**src/rtl/reset_sequencer.sv**
```systemverilog
// Ordered per-stage reset release with software reset and reset-cause reporting.
// Optional watchdog is enabled by defining RST_SEQ_WDT_EN (adds the wdt_kick port).
module reset_sequencer #(
   parameter int unsigned HOLD_CYCLES = 16,
   parameter int unsigned STAGE_GAP   = 4,
   parameter int unsigned NUM_STAGES  = 3,
   parameter int unsigned WDT_CYCLES  = 1024
) (
   input  logic                  clk,
   input  logic                  rst,
   input  logic                  sw_rst_req,
   output logic                  sw_rst_ack,
   output logic [NUM_STAGES-1:0] stage_rst,
   output logic                  rst_done,
   output logic                  seq_busy,
   output logic [1:0]            rst_cause
`ifdef RST_SEQ_WDT_EN
   ,
   input  logic                  wdt_kick
`endif
);

   localparam int unsigned CNT_MAX = (HOLD_CYCLES > STAGE_GAP) ? HOLD_CYCLES : STAGE_GAP;
   localparam int unsigned CW      = (CNT_MAX > 1) ? $clog2(CNT_MAX) : 1;
   localparam int unsigned IW      = (NUM_STAGES > 1) ? $clog2(NUM_STAGES) : 1;

   localparam logic [CW-1:0] HOLD_LAST = CW'(HOLD_CYCLES - 1);
   localparam logic [CW-1:0] GAP_LAST  = CW'(STAGE_GAP - 1);
   localparam logic [IW-1:0] IDX_LAST  = IW'(NUM_STAGES - 1);

   localparam logic [1:0] ST_HOLD    = 2'd0;
   localparam logic [1:0] ST_RELEASE = 2'd1;
   localparam logic [1:0] ST_RUN     = 2'd2;

   localparam logic [1:0] CAUSE_COLD = 2'b01;
   localparam logic [1:0] CAUSE_SW   = 2'b10;

   logic [1:0]            state_q, state_d;
   logic [CW-1:0]         cnt_q, cnt_d;
   logic [IW-1:0]         idx_q, idx_d;
   logic [NUM_STAGES-1:0] stage_q, stage_d;
   logic                  done_q, done_d;
   logic                  busy_q, busy_d;
   logic                  ack_q, ack_d;
   logic [1:0]            cause_q, cause_d;
   logic                  wdt_fire;

`ifdef RST_SEQ_WDT_EN
   localparam int unsigned     WW        = (WDT_CYCLES > 1) ? $clog2(WDT_CYCLES) : 1;
   localparam logic [WW-1:0]   WDT_LAST  = WW'(WDT_CYCLES - 1);
   localparam logic [1:0]      CAUSE_WDT = 2'b11;

   logic [WW-1:0] wdt_q, wdt_d;

   // A kick on the timeout cycle wins, so a pending software request still proceeds.
   assign wdt_fire = (state_q == ST_RUN) && !wdt_kick && (wdt_q == WDT_LAST);

   always_comb begin
      wdt_d = '0;
      if ((state_q == ST_RUN) && !wdt_kick && !wdt_fire && !sw_rst_req)
         wdt_d = wdt_q + 1'b1;
   end

   always_ff @(posedge clk) begin
      if (rst) wdt_q <= '0;
      else     wdt_q <= wdt_d;
   end
`else
   assign wdt_fire = 1'b0;
`endif

   always_comb begin
      state_d = state_q;
      cnt_d   = cnt_q;
      idx_d   = idx_q;
      stage_d = stage_q;
      done_d  = done_q;
      busy_d  = busy_q;
      ack_d   = 1'b0;
      cause_d = cause_q;
      case (state_q)
         ST_HOLD: begin
            if (cnt_q == HOLD_LAST) begin
               cnt_d   = '0;
               stage_d = stage_q << 1;
               if (NUM_STAGES == 1) begin
                  state_d = ST_RUN;
                  done_d  = 1'b1;
                  busy_d  = 1'b0;
               end else begin
                  state_d = ST_RELEASE;
                  idx_d   = IW'(1);
               end
            end else begin
               cnt_d = cnt_q + 1'b1;
            end
         end
         ST_RELEASE: begin
            if (cnt_q == GAP_LAST) begin
               cnt_d   = '0;
               stage_d = stage_q << 1;
               if (idx_q == IDX_LAST) begin
                  state_d = ST_RUN;
                  done_d  = 1'b1;
                  busy_d  = 1'b0;
               end else begin
                  idx_d = idx_q + 1'b1;
               end
            end else begin
               cnt_d = cnt_q + 1'b1;
            end
         end
         ST_RUN: begin
            if (wdt_fire || sw_rst_req) begin
               state_d = ST_HOLD;
               cnt_d   = '0;
               idx_d   = '0;
               stage_d = '1;
               done_d  = 1'b0;
               busy_d  = 1'b1;
               cause_d = CAUSE_SW;
               ack_d   = 1'b1;
`ifdef RST_SEQ_WDT_EN
               if (wdt_fire) begin
                  cause_d = CAUSE_WDT;
                  ack_d   = 1'b0;
               end
`endif
            end
         end
         default: begin
            state_d = ST_HOLD;
            cnt_d   = '0;
            idx_d   = '0;
            stage_d = '1;
            done_d  = 1'b0;
            busy_d  = 1'b1;
         end
      endcase
   end

   always_ff @(posedge clk) begin
      if (rst) begin
         state_q <= ST_HOLD;
         cnt_q   <= '0;
         idx_q   <= '0;
         stage_q <= '1;
         done_q  <= 1'b0;
         busy_q  <= 1'b1;
         ack_q   <= 1'b0;
         cause_q <= CAUSE_COLD;
      end else begin
         state_q <= state_d;
         cnt_q   <= cnt_d;
         idx_q   <= idx_d;
         stage_q <= stage_d;
         done_q  <= done_d;
         busy_q  <= busy_d;
         ack_q   <= ack_d;
         cause_q <= cause_d;
      end
   end

   always_ff @(posedge clk) begin
      assert (HOLD_CYCLES >= 1 && STAGE_GAP >= 1 && NUM_STAGES >= 1 && WDT_CYCLES >= 1);
   end

   assign stage_rst  = stage_q;
   assign rst_done   = done_q;
   assign seq_busy   = busy_q;
   assign sw_rst_ack = ack_q;
   assign rst_cause  = cause_q;

endmodule

```
**config.mk**
```make
export PLATFORM = sky130hd
export DESIGN_NAME = reset_sequencer
export DESIGN_NICKNAME = d
export VERILOG_FILES = /design/src/rtl/reset_sequencer.sv
export SDC_FILE = /design/constraint.sdc
export NUM_CORES = 1
export LEC_CHECK = 0
export CAP_MARGIN = 20
export CORE_UTILIZATION = 35
export CTS_CLUSTER_SIZE = 30
export DETAILED_ROUTE_END_ITERATION = 7
export GPL_TIMING_DRIVEN = 0
export PLACE_DENSITY = 0.56
export SYNTH_ARGS = -nofsm -noshare
export SYNTH_HDL_FRONTEND = slang
export SYNTH_SLANG_ARGS = --single-unit
export TNS_END_PERCENT = 10
```
**constraint.sdc**
```tcl
create_clock -name clk -period 2.2 [get_ports clk]
set_clock_uncertainty 0.1 [all_clocks]
set_input_delay 0.44 -clock clk [delete_from_list [all_inputs] [get_ports clk]]
set_output_delay 0.44 -clock clk [all_outputs]
set_load 0.02 [all_outputs]
```
==> tab_implementation.tex <==
\begin{tabular}{lr}
\hline
Metric & Value \\
\hline
\multicolumn{2}{l}{\textbf{Worst setup path}} \\
Critical setup path kind & flop to flop \\
Startpoint types & flop \\
Critical Path AT & approximately 2 ns \\
Crit-path max FO & 9 \\
Data required, critical path & 2.28 ns \\
Crit path capture type & flop \\
\multicolumn{2}{l}{\textbf{Route}} \\
Initial DRC count & 15 \\
Via/cell ratio & 5.042 \\
WL final & 1437 um \\
Overall via count from detail\_route & 600 \\
DRT antenna net count & 0 \\
Router iterations before antenna repair & 4 \\
DRC & 0 \\
Post-DR wirelength/cell & 12.08 um \\
\multicolumn{2}{l}{\textbf{Yosys}} \\
YS warnings & 0 \\
Top area cells in the synthesized netlist & dfxtp\_1 43\%, nand2\_1 6.0\%, ha\_1 3.3\% \\
Synthesized netlist net count & between 80 and 90 \\
Per-instance average area after synthesis & around 9.5 um\^{}2 \\
Unique cell type count in the Yosys netlist & 36 \\
Number of register bits inferred by synthesis & 16 \\
Area leader, netlist & dfxtp\_1 \\
Netlist Area Pre-Place & 748.2 um\^{}2 \\
Proportion of netlist area held by the largest area contributor & a little over two fifths \\
Portion of the post-synthesis area used by sequential elements & between 40\% and 50\% \\
Cell count after synthesis & 79 \\
\multicolumn{2}{l}{\textbf{Place}} \\
DPL Wire Length & 1013 um \\
Total of buffers placed on input and output ports & 10 \\
Placed Area & 882.1 um\^{}2 \\
Last weighted congestion value of the routability-driven placer & 0.7635 \\
Setup WS pre-CTS & 0.05243 ns \\
\multicolumn{2}{l}{\textbf{Timing}} \\
Endpoints failing hold & 0 \\
Tmin final & 1.882 ns \\
Max Slew Vio Count & 0 \\
Portion of the clock cycle consumed by the worst path in the final layout & 85.57\% \\
Unrepaired setup endpoints after global routing & false \\
Final worst setup slack & 0.3175 ns \\
Final setup violating endpoints & 0 \\
Measured slew at the worst slew-check pin & 0.5200 ns \\
Post-Route Setup TNS & 0 ns \\
Tightest slew margin relative to the limit & about two thirds \\
Peak clock frequency supported by timing & 531.2 MHz \\
\multicolumn{2}{l}{\textbf{CTS}} \\
Largest buffer count on any clock path & 2 \\
Clock root buffer master & clkbuf\_4 \\
Clock Sinks & 16 \\
Clock slew seen by the registers of the worst setup and hold paths & 0.09 ns \\
Number of gates given a new drive strength after cts & 0 \\
Post-CTS setup buffer count & 0 \\
Number of buffers added by the clock tree synthesis step & 3 \\
CTS tree & done \\
Cts-stage hold buffer count & 0 \\
Later-pin clock latency in the skew report & 0.29 ns \\
Number of levels in the clock H-tree & 1 \\
\multicolumn{2}{l}{\textbf{Power}} \\
Pwr per Cell Area & between 500 and 600 nW/um\^{}2 \\
Leakage component of the power & 0.0003402 uW \\
Worst supply voltage drop on vdd & 0.0003700 V \\
\multicolumn{2}{l}{\textbf{Cells and area}} \\
Fin nets & 99 \\
Share of layout cells above drive strength 1 & 15.22\% \\
Area growth from synthesis to layout & 20.90\% \\
Share of the core filled with cells & a little under half \\
Antenna diodes & 0 \\
Finished layout cell area & 904.6 um\^{}2 \\
\multicolumn{2}{l}{\textbf{Die}} \\
Core region area & 1982 um\^{}2 \\
Die height & between 40 and 50 um \\
Area of the die & 2327 um\^{}2 \\
Starting density of the core & between 30 and 40\% \\
Row Count & 16 \\
Die Wd & 48.24 um \\
I/O Pins & 11 \\
\multicolumn{2}{l}{\textbf{Run}} \\
Number of maximum-capacitance violations & 0 \\
\multicolumn{2}{l}{\textbf{GRT}} \\
First-pass GRT wire length & 2428 um \\
Antenna violations before repair & 0 \\
Via count of the first global-routing pass & between 500 and 600 \\
Total routing usage reported by global routing & 14.93\% \\
Maximum number of pins on one net before global-route repair & 11 \\
Residual overflow from global routing & 0 \\
\multicolumn{2}{l}{\textbf{Outcome}} \\
Result of the run & complete, no violations \\
\multicolumn{2}{l}{\textbf{Hold path}} \\
Tightest Hold Check Type & flop to flop \\
\hline
\end{tabular}
==> per-stage QoR <==
| step | cells | total power (uW) | hold WS, ns |
|---|---|---|---|
| global placement | 116 | 335.4 | 0.3432 |
| finish | 119 | 483.6 | 0.3620 |
| detailed placement | 116 | 335.3 | 0.3496 |
| floorplan | 79 | 325.7 | 0.3321 |
| CTS | 119 | 487.2 | 0.3654 |
| global route | 119 | 498.0 | 0.3987 |
==> layout make-up <==
cell class	instances	area, um^2
Buffer	4	23.77
Clock buffer	3	22.52
Fill cell	203	1077
Inverter	3	11.26
Multi-Input combinational cell	56	392.9
Sequential cell	16	320.3
Tap cell	27	33.78
Timing Repair Buffer	10	100.1
==> routing by layer <==
metal,track usage [%],wire length [um],up-vias
li1,-,-,310
met1,20.76,751,275
met2,21.33,590,11
met3,2.963,65,4
met4,8.333,29,0
met5,0,0,-
==> final timing paths <==
check | startpoint | end | slack, ns | cells after the start
max reg2reg | cnt_q[0] | stage_rst[1] | 0.32 | 5
min | idx_q[1] | idx_q[1] | 0.36 | 2
max | cnt_q[0] | stage_rst[1] | 0.32 | 5
min reg2reg | idx_q[1] | idx_q[1] | 0.36 | 2
==> flip-flops by register name, summed over array words and instances, names as in the netlist <==
register	cells
rst_done	1
idx_q	2
state_q	2
seq_busy	1
cnt_q	4
sw_rst_ack	1
rst_cause	2
stage_rst	3
==> worst max-delay path, cell delays in order, from the launching register on <==
cell and delay [ns]:
dfxtp_1 0.34, ha_1 0.30, nor4bb_2 0.22, a211oi_4 0.49, mux2i_1 0.25, nand2_1 0.07
==> placed cells by master, fill, tap and decap left out, drive strengths merged <==
cell type | Yosys | routed
o31ai | 1 | 1
nand2b | 2 | 2
dfxtp | 16 | 16
nor3 | 1 | 1
mux2i | 2 | 2
a31oi | 2 | 2
inv | 3 | 3
nand3b | 1 | 1
o21a | 2 | 2
o21ai | 4 | 4
nand3 | 2 | 2
o22ai | 1 | 1
a311oi | 1 | 1
clkbuf | 2 | 5
a211oi | 2 | 2
nor4bb | 1 | 1
a211o | 1 | 1
ha | 2 | 2
clkdlybuf4s50 | 0 | 10
a21o | 1 | 1
and2 | 1 | 1
nor3b | 1 | 1
a2111oi | 1 | 1
a21oi | 3 | 3
nor4 | 2 | 2
nor4b | 1 | 1
and3 | 1 | 1
buf | 2 | 2
and4bb | 1 | 1
nand2 | 12 | 12
nor2 | 6 | 6
xor2 | 1 | 1
==> kinds of logic after synthesis <==
kind of cell | synth area share (%)
adders and majority gates | 3.344
xor gates and xnor gates | 1.171
muxes | 2.676
AOI/OAI and AO/OA | 19.73
buffers and inverters | 4.682
and+or+nand+nor | 25.59
DFF | 42.81
==> synthesized netlist by cell type <==
cell type  instances
a311oi_1           1
and4bb_4           1
ha_1               2
xor2_1             1
nor4bb_2           1
clkbuf_1           2
buf_2              1
nor2_2             1
nand3_1            2
nor2_1             5
nor3b_1            1
and2_1             1
a211oi_4           1
o31ai_2            1
nor4_2             1
o21a_1             2
nand2b_1           2
a21oi_1            3
nor4b_2            1
buf_6              1
dfxtp_1           16
a31oi_1            2
nand3b_1           1
nor3_1             1
a211o_1            1
inv_2              1
nand2_1           12
a2111oi_0          1
inv_1              2
nor4_1             1
a21o_1             1
mux2i_1            2
a211oi_2           1
o21ai_1            4
and3_1             1
o22ai_1            1
==> where the power goes <==
| group | switching [uW] | internal (uW) |
|---|---|---|
| combinational | 16.9 | 14.1 |
| sequential | 3.54 | 294 |
| clock | 91.0 | 63.7 |
| total | 111 | 372 |
Power figures use the tool's default switching activity.
==> RTL edit: new RTL, same settings <==
Build with the macro `RST_SEQ_WDT_EN` defined.
--- a/src/rtl/reset_sequencer.sv
+++ b/src/rtl/reset_sequencer.sv
@@ -1,5 +1,7 @@
 // Ordered per-stage reset release with software reset and reset-cause reporting.
 // Optional watchdog is enabled by defining RST_SEQ_WDT_EN (adds the wdt_kick port).
+`define RST_SEQ_WDT_EN
+
 module reset_sequencer #(
    parameter int unsigned HOLD_CYCLES = 16,
    parameter int unsigned STAGE_GAP   = 4,
Interface: changed (added wdt_kick); port bits go from 11 to 12. The function was not compared with the original's and may differ.
==> RTL edit against the original RTL <==
First-iteration DRC count increased by 87%. Routed wire length increased by 66%. Count of clock-buffer cells in the layout unchanged. Area after synthesis increased by 64%. Global-route usage decreased by 1.1 points. Sequential cell count increased by 10. Total power increased by 76%. Cell area increased by 59%. Worst setup slack got worse by 0.11 ns.
==> RTL edit: results (changes against the original RTL) <==
[setup_path]
r2r-end = stage_rst[0]
crit_fanout = 8  ; -1
reg2reg_slack_ns = 0.21  ; -0.11 ns
r2r-start = wdt_q[0]
worstPathArrival_ns = 2.13  ; +0.17 ns
slowest_stage = o41a_4

[place]
dp.final_hpwl_um = 1701  ; +68%
placed_cells = 185  ; +59%
post-place-ws_ns = -0.05308  ; -0.1055 ns
globalplace.congestion = 0.7963  ; +4.3%
place_area_um2 = 1384  ; +57%

[clocking]
clk_pin_slew_ns = 0.15  ; +0.06 ns
worstSkewPairLatency_ns = 0.32  ; +0.03 ns

[pwr]
comb_power_mw = 0.0354  ; +14%
internal-power_mw = 0.6767  ; +82%
vdd_drop_max_mv = 0.3373  ; -8.9%
power_frac_comb_pct = 4.2  ; -2.2 points
p_leak_nw = 0.4968  ; +46%

[synthesis]
synth_compound_area_share_pct = 18.98  ; -0.75 points
synth_mux_area_share_pct = 0.8163  ; -1.9 points
syn_nets = 136  ; +62%
synth-edff-count = 0  ; unchanged
synth-adder-area-share_pct = 3.061  ; -0.28 points
seq_area_frac_synth_pct = 42.45  ; -0.36 points
syn_area_per_cell_um2 = 9.505  ; +0.36%
synth_top_cells_by_area = dfxtp_1 (42%), nor2_1 (5.5%), ha_1 (3.1%), a21oi_1 (2.9%), xnor2_1 (2.9%)
synthTopCellsByCount = dfxtp_1 (26), nor2_1 (18), a21oi_1 (7), inv_1 (7), nand3_1 (5)
yosysUniqueCellTypes = 43  ; +19%
synth-xor-area-share_pct = 5.714  ; +4.5 points

[worst_hold_path]
hold_end = seq_busy
min_path_cells = 2  ; unchanged
hold_path.class = in -> reg
hp-start = rst

[finish]
nNetsFinal = 151  ; +53%
drive_above_1_share_pct = 9.790  ; -5.4 points
largest_register_ffs = 10  ; +6
top_register = wdt_q

[detailed_routing]
drt-initial-drc-count = 28  ; +13
wl_met1_um = 1297  ; +73%
drc = 0  ; unchanged
route.met3.wl_um = 60  ; -7.7%
wl_per_cell_um = 12.61  ; +4.4%
via_per_inst = 5.122  ; +1.6%
num_vias = 968  ; +61%

[global_route]
use_met3_pct = 1.891  ; -1.1 points
grt_pass1_vias = 806  ; +40%
grt_max_degree = 16  ; +5
grt_usage_pct = 13.86  ; -1.1 points
grtUsageMet2_pct = 18.94  ; -2.4 points
grt_use_met1_pct = 21.45  ; +0.69 points

[outcome]
outcome = completed

[timing]
holdWs_ns = 0.2230  ; -0.1390 ns
finalMaxSlewViolations = 0  ; unchanged
tightest_slew_ns = 0.4742  ; -0.04582 ns

==> RTL edit: worst max path at each step <==
stage	startpoint	endpoint	slack, ns	cells past startpoint
floorplan	wdt_q[0]	stage_rst[0]	0.37	5
finish	wdt_q[0]	stage_rst[0]	0.21	5
global route	wdt_q[0]	stage_rst[0]	0.09	5
global placement	wdt_kick	stage_rst[0]	-0.05	4
detailed placement	wdt_kick	stage_rst[0]	-0.05	4
CTS	wdt_q[0]	stage_rst[0]	0.19	5
==> RTL edit: worst register-to-register path, cell delays in order (launching register included) <==
cell and delay [ns]:
dfxtp_1 0.38, ha_1 0.23, nand3_2 0.14, o41a_4 0.50
a21o_1 0.26, a221o_1 0.31
==> RTL edit: cell type report <==
class                      count  area, um^2
tap                           46       57.56
clock buffer                   3       22.52
buffer                         4       51.30
inverter                       7       26.28
sequential                    26       520.5
clock inverter                 1       30.03
multi-input combinational     92       628.1
timing repair buffer          10       100.1
fill                         334        1901
